**config.mk**
```make
export PLATFORM = sky130hd
export DESIGN_NAME = ota_cmp_scan_sequencer
export DESIGN_NICKNAME = d
export VERILOG_FILES = /design/src/rtl/ota_cmp_scan_sequencer.sv
export SDC_FILE = /design/constraint.sdc
export NUM_CORES = 1
export LEC_CHECK = 0
export ABC_AREA = 1
export BUFFER_PORTS_ARGS = -buffer_cell sky130_fd_sc_hd__buf_2
export CAP_MARGIN = 30
export CORE_UTILIZATION = 55
export CTS_BUF_LIST = sky130_fd_sc_hd__clkbuf_4 sky130_fd_sc_hd__clkbuf_8
export DETAILED_ROUTE_END_ITERATION = 12
export PLACE_DENSITY = 0.82
export SETUP_SLACK_MARGIN = 0.1
export SYNTH_ARGS = -nofsm -noshare
export SYNTH_HDL_FRONTEND = slang
export SYNTH_SLANG_ARGS = --single-unit
```
**constraint.sdc**
```tcl
create_clock -name clk -period 3.1 [get_ports clk]
set_input_delay 0.31 -clock clk [delete_from_list [all_inputs] [get_ports clk]]
set_output_delay 0.31 -clock clk [all_outputs]
set_load 0.005 [all_outputs]
```
**src/rtl/ota_cmp_scan_sequencer.sv**
```systemverilog
`default_nettype none
// ============================================================================
// Module      : ota_cmp_scan_sequencer
// Description : Time-multiplexes one OTA comparator across NCH channel pairs.
//               Each channel in the captured mask is selected and given
//               SETTLE_CYCLES to settle. SAMPLES votes of cmp_out are then
//               taken, and one majority-decided result bit is committed.
//               Runs as a single-shot scan or as a continuous scan.
// Options     : CMP_HYST_EN - when defined, a result bit only changes on a
//               unanimous vote (all ones -> 1, all zeros -> 0).
// Revision    : 1.0 - initial release
// ============================================================================
module ota_cmp_scan_sequencer #(
  parameter int NCH           = 4,
  parameter int SETTLE_CYCLES = 3,
  parameter int SAMPLES       = 4
) (
  input  logic                     clk,
  input  logic                     rst_n,
  input  logic                     start,
  input  logic                     abort,
  input  logic                     continuous,
  input  logic [NCH-1:0]           ch_mask,
  input  logic                     cmp_out,
  output logic [$clog2(NCH)-1:0]   cmp_sel,
  output logic                     cmp_en,
  output logic [NCH-1:0]           result,
  output logic                     ch_valid,
  output logic [$clog2(NCH)-1:0]   ch_idx,
  output logic                     busy,
  output logic                     done
);

  localparam int CW      = $clog2(NCH);
  localparam int CNT_MAX = (SETTLE_CYCLES > SAMPLES) ? SETTLE_CYCLES : SAMPLES;
  localparam int CNTW    = $clog2(CNT_MAX + 1);

  localparam logic [2:0] S_IDLE   = 3'd0;
  localparam logic [2:0] S_SETTLE = 3'd1;
  localparam logic [2:0] S_SAMPLE = 3'd2;
  localparam logic [2:0] S_COMMIT = 3'd3;
  localparam logic [2:0] S_DONE   = 3'd4;

  logic [2:0]      state_q, state_d;
  logic [CW-1:0]   ch_q, ch_d;
  logic [NCH-1:0]  mask_q, mask_d;
  logic [NCH-1:0]  result_q, result_d;
  logic [3:0]      ones_q, ones_d;
  logic [CNTW-1:0] cnt_q, cnt_d;

  logic [CW-1:0]   w_low_ch;
  logic [CW-1:0]   w_next_ch;
  logic            w_next_found;
  logic            w_commit_bit;

  // Lowest set bit of the live mask: first channel of a fresh scan or a wrap.
  always_comb begin
    w_low_ch = '0;
    for (int i = NCH - 1; i >= 0; i--) begin
      if (ch_mask[i]) w_low_ch = CW'(i);
    end
  end

  // Next set bit of the captured mask strictly above the current channel.
  always_comb begin
    w_next_ch    = '0;
    w_next_found = 1'b0;
    for (int i = NCH - 1; i >= 0; i--) begin
      if (mask_q[i] && (CW'(i) > ch_q)) begin
        w_next_ch    = CW'(i);
        w_next_found = 1'b1;
      end
    end
  end

`ifdef CMP_HYST_EN
  // Unanimous vote required to flip a bit; mixed votes keep the old decision.
  always_comb begin
    if (ones_q == 4'(SAMPLES)) begin
      w_commit_bit = 1'b1;
    end else if (ones_q == 4'd0) begin
      w_commit_bit = 1'b0;
    end else begin
      w_commit_bit = result_q[ch_q];
    end
  end
`else
  // Strict majority: 2*ones > SAMPLES, so a tie resolves to 0.
  always_comb begin
    w_commit_bit = ({1'b0, ones_q, 1'b0} > 6'(SAMPLES));
  end
`endif

  // Scan sequencing: channel selection, settle/sample timing, vote count, commit.
  always_comb begin
    state_d  = state_q;
    ch_d     = ch_q;
    mask_d   = mask_q;
    result_d = result_q;
    ones_d   = ones_q;
    cnt_d    = cnt_q;

    case (state_q)
      S_IDLE: begin
        if (start) begin
          mask_d = ch_mask;
          if (|ch_mask) begin
            state_d = S_SETTLE;
            ch_d    = w_low_ch;
            cnt_d   = '0;
            ones_d  = '0;
          end else begin
            state_d = S_DONE;
          end
        end
      end
      S_SETTLE: begin
        if (cnt_q == CNTW'(SETTLE_CYCLES - 1)) begin
          state_d = S_SAMPLE;
          cnt_d   = '0;
        end else begin
          cnt_d = cnt_q + 1'b1;
        end
      end
      S_SAMPLE: begin
        if (cmp_out) ones_d = ones_q + 4'd1;
        if (cnt_q == CNTW'(SAMPLES - 1)) begin
          state_d = S_COMMIT;
          cnt_d   = '0;
        end else begin
          cnt_d = cnt_q + 1'b1;
        end
      end
      S_COMMIT: begin
        result_d[ch_q] = w_commit_bit;
        ones_d         = '0;
        cnt_d          = '0;
        if (w_next_found) begin
          state_d = S_SETTLE;
          ch_d    = w_next_ch;
        end else if (continuous) begin
          // Wrap: a new mask is taken so the channel set can change between passes.
          mask_d = ch_mask;
          if (|ch_mask) begin
            state_d = S_SETTLE;
            ch_d    = w_low_ch;
          end else begin
            state_d = S_DONE;
          end
        end else begin
          state_d = S_DONE;
        end
      end
      S_DONE: begin
        state_d = S_IDLE;
      end
      default: begin
        state_d = S_IDLE;
      end
    endcase

    // Abort overrides any transition; a commit in progress is dropped.
    if (abort) begin
      state_d  = S_IDLE;
      ch_d     = ch_q;
      mask_d   = mask_q;
      result_d = result_q;
      ones_d   = '0;
      cnt_d    = '0;
    end
  end

  // State registers with synchronous active-low reset.
  always_ff @(posedge clk) begin
    if (!rst_n) begin
      state_q  <= S_IDLE;
      ch_q     <= '0;
      mask_q   <= '0;
      result_q <= '0;
      ones_q   <= '0;
      cnt_q    <= '0;
    end else begin
      state_q  <= state_d;
      ch_q     <= ch_d;
      mask_q   <= mask_d;
      result_q <= result_d;
      ones_q   <= ones_d;
      cnt_q    <= cnt_d;
    end
  end

  assign cmp_sel = ch_q;
  assign ch_idx  = ch_q;
  assign result  = result_q;
  assign cmp_en  = (state_q == S_SETTLE) || (state_q == S_SAMPLE) || (state_q == S_COMMIT);
  assign busy    = (state_q != S_IDLE);
  // An abort in the same cycle cancels the write/finish, so the pulses are masked too.
  assign ch_valid = (state_q == S_COMMIT) && !abort;
  assign done     = (state_q == S_DONE) && !abort;

endmodule
`default_nettype wire

```
==> impl_metrics.json <==
{
  "grt_max_degree": 12,
  "worst_pin_slew_ns": 0.323,
  "n_fill_cell": 193,
  "rr_startpoint": "state_q[1]",
  "synth_area_leaders": "dfxtp_1 31%, nand2_1 15%, nor2_1 8.8%",
  "grt_pass1_vias": 1181,
  "rsz0062_at_grt": "false",
  "die_h_um": 49.3,
  "die_area_um2": 2430,
  "synth_area_um2": 1230,
  "antenna_found_initial": 0,
  "syn-num-nets": 209,
  "worstPathArrival_ns": 1.33,
  "cap_violations": 0,
  "overflow": 0,
  "rows": 16,
  "core-area_um2": 2040,
  "synth-edff-count": 0,
  "cts_root_buf": "clkbuf_4",
  "clk_pin_slew_ns": 0.11,
  "synth_commonest_cells": "48 x nand2_1, 29 x nor2_1, 26 x inv_1",
  "synthMostInstantiatedCell": "nand2_1",
  "crit_path_end_kind": "primary output",
  "gp_congestion": 0.875,
  "synth.largest_area_cell": "dfxtp_1",
  "path_max_fanout": 7,
  "numCtsBuffers": 3,
  "report.final.slew_viol_count": 0,
  "ios": 22,
  "reg2reg_slack_ns": 1.66,
  "avgSynthCellArea_um2": 6.38,
  "tns_ns": 0,
  "power_uw": 499,
  "finalNonFillerCells": 242,
  "via_count": 1256,
  "ir_worst_vdd_mv": 0.220,
  "portBuffers": 21,
  "post-dp-hpwl_mm": 2.14,
  "post-route-util_pct": 67.5,
  "setup.worst_path.start": "state_q[1]",
  "setup_viol": 0,
  "start_util_pct": 60.3,
  "clockBufferDepth": 2,
  "drt-total-wl_mm": 2.61,
  "skew_ns": 0.000976,
  "ys_ff_latch": 19,
  "grt_use_total_pct": 24.0,
  "slew_headroom_pct": 78.2,
  "syn_to_final_growth_pct": 12.0,
  "critPathKind": "reg -> out",
  "hold_class": "in -> reg",
  "wl_per_cell_um": 10.8,
  "p_int_uw": 340,
  "r2r.worst_path.cells": 7,
  "dp.cells": 238,
  "p_switching_uw": 159,
  "synthArstFlopShare_pct": 0,
  "cts_sinks": 19,
  "routed_via_density": 5.19,
  "worstSkewPairLatency_ns": 0.30,
  "drt-pass1-iter-count": 4,
  "route.detailed.drc": 0,
  "final_hold_viol_count": 0,
  "yosysSeqAreaShare_pct": 30.9,
  "htreeDepth": 1,
  "drive_gt1_share_pct": 19.1,
  "layout.nets": 232,
  "postRouteAntennaNets": 0,
  "worstPathRequired_ns": 2.79,
  "post-cts-setup-buffer-count": 0,
  "postSynthCellCount": 193,
  "die_w_um": 49.3,
  "worstReg2RegEnd": "state_q[1]",
  "timing.final.crit_period_ns": 1.64,
  "synth_top_area_share_pct": 30.9,
  "fmax_mhz": 609,
  "post_cts_resized": 0,
  "num_antenna_cells": 0,
  "synthFlopType": "dfxtp_1",
  "start_kind": "flop",
  "power_density_nw_per_um2": 362,
  "grt_pass1_wl_mm": 4.55,
  "crit_end": "ch_valid",
  "status": "complete, no violations",
  "leakage_uw": 0.000684,
  "synth_cell_types": 25,
  "timing.final.crit_share_pct": 52.9,
  "yosys_warnings": 0,
  "drtIter0Drc": 29,
  "combPwrFrac_pct": 20.8,
  "p_seq_share_pct": 53.0,
  "p_sw_share_pct": 31.9,
  "cts_hold_buf": 0,
  "cts_tree": "yes",
  "clockPowerShare_pct": 26.2
}
-- cells by family (layout without fill, tap and decap cells) --
group                      count (synthesis)  in the layout  synth area share (%)
AOI/OAI and AO/OA                         27             27                  12.1
xor gates and xnor gates                   2              2                  1.42
adders and majority gates                  6              6                  6.10
buffers and inverters                     33             55                  10.9
DFF                                       19             19                  30.9
and+or+nand+nor                          106            106                  38.6
-- power groups by stage --
stage          logic [uW]  registers, uW  clock network (uW)
2_1_floorplan        77.6            268                   0
4_1_cts               104            265                 135
3_3_place_gp         99.7            270                   0
3_5_place_dp          103            270                   0
5_1_grt               120            267                 144
6_report              104            265                 131
-- layer usage --
metal  routed length [um]  global-route usage (%)  vias to the layer above
met5                    0                       0                        -
met1                 1100                    24.3                      569
met4                   18                    7.35                        0
met2                 1390                    48.2                       35
li1                     -                       -                      648
met3                  102                    4.05                        4
-- layout make-up --
| type | instances | area, um2 | share of cell area (%) |
|---|---|---|---|
| clock buffer | 3 | 22.5 | 1.63 |
| clock inverter | 1 | 5.00 | 0.363 |
| inverter | 30 | 115 | 8.35 |
| sequential | 19 | 380 | 27.6 |
| multi-input combinational | 141 | 717 | 52.0 |
| timing repair buffer | 21 | 105 | 7.62 |
| tap | 27 | 33.8 | 2.45 |
-- per-stage QoR --
step	setup WS (ns)	hold slack [ns]	area, um2
2_1_floorplan	1.86	0.440	1230
3_3_place_gp	1.75	0.428	1350
3_5_place_dp	1.69	0.433	1350
4_1_cts	1.45	0.284	1380
5_1_grt	1.38	0.291	1380
6_report	1.46	0.283	1380
-- cells in the final DEF (no fill, tap or decap), types with 3 or more instances in the layout --
| cell | count |
|---|---|
| dfxtp_1 | 19 |
| buf_2 | 21 |
| o21ai_0 | 8 |
| a21oi_1 | 16 |
| nand2_2 | 3 |
| nand3_1 | 15 |
| nand2_1 | 48 |
| clkbuf_4 | 3 |
| nor2_1 | 29 |
| nor2_2 | 3 |
| inv_1 | 26 |
| ha_1 | 6 |
| inv_2 | 3 |
| nor2_4 | 3 |
-- flip-flops by register name, indices dropped and copies added (netlist names) --
register / flops
ch_idx: 2
mask_q: 3
ones_q: 4
cnt_q: 3
result: 4
state_q: 3
-- worst max-delay path, stage by stage, from the launching register on --
cell and delay, ns:
dfxtp_1 0.43, inv_2 0.09, nor2_4 0.09, nand2_2 0.13, nor2_4 0.16, buf_2 0.13
-- worst min path at each step --
stage,startpoint,endpoint,slack (ns),depth (start not counted)
floorplan,result[0],result[0],0.44,2
global placement,result[1],result[1],0.43,2
detailed placement,result[2],result[2],0.43,2
CTS,rst_n,mask_q[1],0.28,3
global route,rst_n,mask_q[1],0.29,3
finish,rst_n,mask_q[1],0.28,3
Note: power is estimated with default switching activity, not from simulation.
